### config.mk
export PLATFORM = sky130hd
export DESIGN_NAME = ex_stage
export DESIGN_NICKNAME = d
export VERILOG_FILES = /design/src/rtl/ex_stage.sv
export SDC_FILE = /design/constraint.sdc
export NUM_CORES = 1
export LEC_CHECK = 0
export ABC_AREA = 1
export BUFFER_PORTS_ARGS = -buffer_cell sky130_fd_sc_hd__buf_2
export CAP_MARGIN = 15
export CELL_PAD_IN_SITES_DETAIL_PLACEMENT = 1
export CELL_PAD_IN_SITES_GLOBAL_PLACEMENT = 2
export CORE_MARGIN = 1
export CORE_UTILIZATION = 37
export DETAILED_ROUTE_END_ITERATION = 8
export GPL_TIMING_DRIVEN = 0
export PLACE_DENSITY_LB_ADDON = 0.1
export SLEW_MARGIN = 20
export SYNTH_ARGS = -nofsm -noshare
export SYNTH_HDL_FRONTEND = slang
export SYNTH_SLANG_ARGS = --single-unit
### constraint.sdc
create_clock -name clk -period 6.4 [get_ports clk]
set_clock_uncertainty 0.05 [all_clocks]
set_input_delay 0.64 -clock clk [delete_from_list [all_inputs] [get_ports clk]]
set_output_delay 0.64 -clock clk [all_outputs]
set_load 0.01 [all_outputs]
### src/rtl/ex_stage.sv
// EX stage: ALU, operand/destination muxing, branch target adder, and an
// iterative shift-add unsigned multiplier that stalls the front end while
// it runs. All outputs except stall come from the EX/MEM register.
//
// state  | meaning
// IDLE   | normal single-cycle execution; a valid multu starts the multiplier
// MUL    | one shift-add iteration per cycle, front end stalled
// DONE   | product in HI/LO, held multu retires as a bubble-like entry
module ex_stage #(
  parameter int PC_W = 8
) (
  input  logic            clk,
  input  logic            rst_n,
  input  logic            in_valid,
  input  logic            flush,
  input  logic [1:0]      wb_in,
  input  logic [2:0]      m_in,
  input  logic [3:0]      ex_in,
  input  logic [PC_W-1:0] pc_in,
  input  logic [31:0]     reg1,
  input  logic [31:0]     reg2,
  input  logic [31:0]     sign_extend,
  input  logic [5:0]      funct,
  input  logic [4:0]      rt,
  input  logic [4:0]      rd,
  output logic            stall,
  output logic [1:0]      wb_out,
  output logic [2:0]      m_out,
  output logic            valid_out,
  output logic [31:0]     alu_result,
  output logic [31:0]     store_data,
  output logic [4:0]      dest_reg,
  output logic            zero,
  output logic [PC_W-1:0] branch_target
);

  localparam logic [1:0] S_IDLE = 2'd0;
  localparam logic [1:0] S_MUL  = 2'd1;
  localparam logic [1:0] S_DONE = 2'd2;

  localparam logic [5:0] F_ADD   = 6'h20;
  localparam logic [5:0] F_SUB   = 6'h22;
  localparam logic [5:0] F_AND   = 6'h24;
  localparam logic [5:0] F_OR    = 6'h25;
  localparam logic [5:0] F_NOR   = 6'h27;
  localparam logic [5:0] F_SLT   = 6'h2A;
  localparam logic [5:0] F_MFHI  = 6'h10;
  localparam logic [5:0] F_MFLO  = 6'h12;
  localparam logic [5:0] F_MULTU = 6'h19;

  logic [1:0]  r_state;
  logic [4:0]  r_cnt;
  logic [63:0] r_mcand;
  logic [31:0] r_mplier;
  logic [63:0] r_acc;
  logic [31:0] r_hi;
  logic [31:0] r_lo;

  logic [1:0]      r_wb;
  logic [2:0]      r_m;
  logic            r_valid;
  logic [31:0]     r_alu;
  logic [31:0]     r_store;
  logic [4:0]      r_dest;
  logic            r_zero;
  logic [PC_W-1:0] r_bt;

  logic            w_regdst;
  logic [1:0]      w_aluop;
  logic            w_alusrc;
  logic [31:0]     w_opb;
  logic            w_live;
  logic            w_is_multu;
  logic [31:0]     w_alu;
  logic [63:0]     w_acc_next;

  assign w_regdst   = ex_in[3];
  assign w_aluop    = ex_in[2:1];
  assign w_alusrc   = ex_in[0];
  assign w_opb      = w_alusrc ? sign_extend : reg2;
  assign w_live     = in_valid && !flush;
  assign w_is_multu = w_live && (w_aluop == 2'b10) && (funct == F_MULTU);
  assign w_acc_next = r_acc + (r_mplier[0] ? r_mcand : 64'd0);

  // Stall is combinational so the multu is held from the very cycle it arrives;
  // it is forced low while reset is asserted.
  assign stall = rst_n && (((r_state == S_IDLE) && w_is_multu) || (r_state == S_MUL));

  // ALU result selection; multu itself and unknown functs produce 0
  always_comb begin
    w_alu = 32'd0;
    case (w_aluop)
      2'b01: w_alu = reg1 - w_opb;
      2'b10: begin
        case (funct)
          F_ADD:   w_alu = reg1 + w_opb;
          F_SUB:   w_alu = reg1 - w_opb;
          F_AND:   w_alu = reg1 & w_opb;
          F_OR:    w_alu = reg1 | w_opb;
          F_NOR:   w_alu = ~(reg1 | w_opb);
          F_SLT:   w_alu = ($signed(reg1) < $signed(w_opb)) ? 32'd1 : 32'd0;
          F_MFHI:  w_alu = r_hi;
          F_MFLO:  w_alu = r_lo;
          default: w_alu = 32'd0;
        endcase
      end
      default: w_alu = reg1 + w_opb;
    endcase
  end

  // Multiplier FSM and HI/LO; a flush mid-multiply abandons it without touching HI/LO
  always_ff @(posedge clk or negedge rst_n) begin
    if (!rst_n) begin
      r_state  <= S_IDLE;
      r_cnt    <= 5'd0;
      r_mcand  <= 64'd0;
      r_mplier <= 32'd0;
      r_acc    <= 64'd0;
      r_hi     <= 32'd0;
      r_lo     <= 32'd0;
    end else begin
      case (r_state)
        S_IDLE: begin
          if (w_is_multu) begin
            r_mcand  <= {32'd0, reg1};
            r_mplier <= reg2;
            r_acc    <= 64'd0;
            r_cnt    <= 5'd0;
            r_state  <= S_MUL;
          end
        end
        S_MUL: begin
          if (flush) begin
            r_state <= S_IDLE;
          end else begin
            r_acc    <= w_acc_next;
            r_mcand  <= r_mcand << 1;
            r_mplier <= r_mplier >> 1;
            r_cnt    <= r_cnt + 5'd1;
            if (r_cnt == 5'd31) begin
              r_hi    <= w_acc_next[63:32];
              r_lo    <= w_acc_next[31:0];
              r_state <= S_DONE;
            end
          end
        end
        default: r_state <= S_IDLE;
      endcase
    end
  end

  // EX/MEM register: bubbles while stalled or when no live instruction is present
  always_ff @(posedge clk or negedge rst_n) begin
    if (!rst_n) begin
      r_wb    <= 2'd0;
      r_m     <= 3'd0;
      r_valid <= 1'b0;
      r_alu   <= 32'd0;
      r_store <= 32'd0;
      r_dest  <= 5'd0;
      r_zero  <= 1'b0;
      r_bt    <= '0;
    end else begin
      r_alu   <= w_alu;
      r_zero  <= (w_alu == 32'd0);
      r_store <= reg2;
      r_dest  <= w_regdst ? rd : rt;
      r_bt    <= pc_in + sign_extend[PC_W-1:0];
      if (stall || !w_live) begin
        r_valid <= 1'b0;
        r_wb    <= 2'd0;
        r_m     <= 3'd0;
      end else if (r_state == S_DONE) begin
        r_valid <= 1'b1;
        r_wb    <= 2'd0;
        r_m     <= 3'd0;
      end else begin
        r_valid <= 1'b1;
        r_wb    <= wb_in;
        r_m     <= m_in;
      end
    end
  end

  assign wb_out        = r_wb;
  assign m_out         = r_m;
  assign valid_out     = r_valid;
  assign alu_result    = r_alu;
  assign store_data    = r_store;
  assign dest_reg      = r_dest;
  assign zero          = r_zero;
  assign branch_target = r_bt;

endmodule

==> flow_metrics.py <==
metrics = {
    "run_status": {
        "status": "complete, no violations",
    },
    "cts": {
        "clk_pin_slew_ns": 0.06,
        "h-tree-depth": 2,
        "cts_sinks": 315,
        "cts-root-buf": "clkbuf_16",
        "cts_setup_buffers": 0,
        "cts_tree": "done",
        "ctsResizeCount": 0,
        "clk_path_buf_depth": 3,
        "hold_buffers": 1,
        "clock_latency_ns": 0.60,
        "cts_buffers": 40,
    },
    "final_layout": {
        "drive_gt1_share_pct": 10.65,
        "n_fill_cell": 8335,
        "areaGrowthSynthToFinish_pct": 15.08,
        "layout.nets": 4091,
        "reg_top3": "r_acc x64, r_mcand x64",
        "final_cell_area_um2": 27550,
    },
    "sta": {
        "finalCritPeriodShare_pct": 78.49,
        "setup_violations": 0,
        "tightest_slew_ns": 1.380,
        "setup-tns-final_ns": 0,
        "post-route-min-period_ns": 5.023,
        "slew_viol_final": 0,
        "relSlewSlack_pct": 7.053,
        "hold_viol": 0,
        "fmax_ghz": 0.1991,
        "grt_setup_unrepaired": "no",
    },
    "route": {
        "viasPerCell": 5.421,
        "via_count": 25250,
        "wl_per_cell_um": 23.72,
        "firstDrtPassIters": 5,
        "drtIter0Drc": 1847,
        "wl_mm": 110.5,
        "ant_nets": 0,
        "drc": 0,
    },
    "logic_synthesis": {
        "synthFlopType": "dfrtp_1",
        "ys_ff_latch": 315,
        "yosys_warnings": 0,
        "synthArstFlopShare_pct": 100.0,
        "synthTopCellsByArea": "dfrtp_1 (33%), nand2_1 (16%), ha_1 (9.4%)",
        "yosysSeqAreaShare_pct": 32.92,
        "synth_nets": 3828,
        "synth_area_um2": 23940,
        "synth_top_area_share_pct": 32.92,
        "synth_area_leader_cell": "dfrtp_1",
        "synth_cells": 3511,
        "synth_cell_types": 57,
        "synth-edff-count": 0,
        "avgSynthCellArea_um2": 6.819,
    },
    "global_route": {
        "grt.total_usage_pct": 33.30,
        "grt_remaining_overflow": 0,
        "antenna_found_initial": 8,
        "grt_pass1_vias": 25770,
        "grt_max_degree": 99,
        "grt_pass1_wl_mm": 164.0,
    },
    "die": {
        "row_count": 92,
        "ios": 218,
        "die_h_um": 256.4,
        "start_util_pct": 37.68,
        "core-area_um2": 63540,
        "die_area_um2": 65730,
        "die_w_um": 256.4,
    },
    "run": {
        "maxCapViolations": 0,
    },
    "setup_path": {
        "critPathLaunchType": "flip-flop",
        "worstSetupPathType": "reg -> reg",
        "critPathMaxFanout": 10,
        "cp-end-kind": "flip-flop",
        "worstPathRequired_ns": 6.89,
        "startpoint": "r_mplier[0]",
        "critPathArrivalTime_ns": 5.52,
        "rr_startpoint": "r_mplier[0]",
    },
    "power_and_ir_drop": {
        "p_leak_nw": 14.77,
        "cellPowerDensity_nw_per_um2": 229.3,
        "ir_drop_uv": 199.2,
        "power_mw": 6.317,
    },
    "min_path": {
        "hp-start": "reg2[21]",
        "worstHoldPathType": "in -> reg",
    },
    "placement": {
        "port_buffers": 216,
        "placed_area_um2": 26180,
        "dpl.hpwl_mm": 92.86,
        "gp_congestion": 0.9865,
    },
}
[cells in the final DEF, fill, tap and decap left out, types with 8 or more instances in the layout]
master	Yosys	final
a21o_1	16	16
a21oi_1	160	160
a22oi_1	13	13
a31oi_1	19	19
buf_2	32	247
buf_4	8	9
clkbuf_1	48	61
clkbuf_16	0	40
dfrtp_1	315	315
ha_1	180	180
inv_1	577	577
inv_2	13	13
nand2_1	1019	1019
nand2_2	9	9
nand3_1	219	219
nand3b_1	8	8
nand4_1	25	25
nor2_1	292	292
nor3_1	22	22
o2111ai_1	11	11
o211ai_1	44	44
o21a_1	9	9
o21ai_0	219	204
o21ai_1	30	45
o21bai_1	17	17
o221ai_1	32	32
o22ai_1	18	18
or2_2	15	15
xnor2_1	18	18
xor2_1	33	33
[synth_stat cells, types with 5 or more instances]
library cell  number
buf_4              8
o211ai_1          44
o31ai_1            7
o21ai_1           30
inv_1            577
a21oi_1          160
a21o_1            16
o22ai_1           18
a32o_1             5
a31oi_1           19
a22oi_1           13
nor2_4             7
ha_1             180
o2111ai_1         11
or2_2             15
nor2_1           292
nand2_2            9
mux2_2             5
o21a_1             9
xnor2_1           18
clkbuf_1          48
nand3_2            6
a21oi_2            5
dfrtp_1          315
nand2_1         1019
buf_6              7
inv_2             13
nand3b_1           8
buf_2             32
nor3_1            22
o21bai_1          17
xor2_1            33
o21ai_0          219
nor2_2             5
nand4_1           25
nand3_1          219
o221ai_1          32
[cell type report]
type / count / area [um^2] / share of cell area, %
inverters: 591 / 2220 / 8.056
well taps: 846 / 1059 / 3.842
clock inverters: 15 / 237.7 / 0.8628
diodes: 7 / 17.52 / 0.06358
flip-flops and latches: 315 / 7883 / 28.61
repair buffers: 221 / 1191 / 4.323
clock buffers: 57 / 1105 / 4.010
multi-input cells: 2505 / 13340 / 48.42
plain buffers: 100 / 499.2 / 1.812
[routing by layer]
layer / track usage [%] / part of all wire (%)
met1: 48.76 / 48
met2: 51.06 / 43
met3: 4.379 / 6.2
met4: 9.094 / 2.8
met5: 0 / 0.044
[cells by family (layout without fill, tap and decap cells)]
logic type | Yosys count | after routing | synth area share (%)
simple gates | 1642 | 1642 | 28.35
flops | 315 | 315 | 32.92
fa+ha+maj | 184 | 184 | 9.741
other cells | 0 | 7 | 0
xor+xnor | 51 | 51 | 1.866
mux | 5 | 5 | 0.2351
compound gates | 623 | 623 | 15.53
buf+inv | 691 | 984 | 11.36
[final timing paths]
check,endpoint,slack (ns),cells past startpoint
worst max-delay path,r_acc[32],1.38,18
worst min-delay path,store_data[21],0.14,1
worst max register to register,r_acc[32],1.38,18
worst min register to register,r_lo[3],0.44,2
max in group asynchronous,store_data[20],4.44,4
min in group asynchronous,r_acc[29],0.51,2
[critical path, cell delays in order (launching register included)]
cell and delay (ns):
dfrtp_1 0.37, clkbuf_1 0.81, clkbuf_1 0.46, nand2_1 0.12, inv_1 0.09, ha_1 0.18
fa_1 0.20, nand2_1 0.05, inv_1 0.07, nand2_1 0.05, nand2_1 0.14, nand2_1 0.10
o211ai_2 0.17, a31oi_1 0.28, o21ai_0 0.81, a21oi_1 0.19, xnor2_1 0.58, nand2_1 0.15
nand2_1 0.09
[power by group]
| part | total [mW] | switching (mW) | internal (mW) |
|---|---|---|---|
| registers | 2.25 | 0.0817 | 2.17 |
| logic | 1.70 | 1.18 | 0.516 |
| clock network | 2.37 | 0.992 | 1.38 |
| total | 6.32 | 2.25 | 4.06 |
[through the flow]
stage          hold slack (ns)  worst slack (ns)  util (%)  cells
5_1_grt                 0.1298             1.013     43.34   4652
4_1_cts                 0.1108             1.405     43.33   4650
6_report                0.1386             1.377     43.36   4657
3_3_place_gp            0.4203            -1.550     41.05   4573
2_1_floorplan           0.2944             3.037         -   3511
3_5_place_dp            0.4271             1.213     41.21   4577
(Power assumes the default switching activity.)
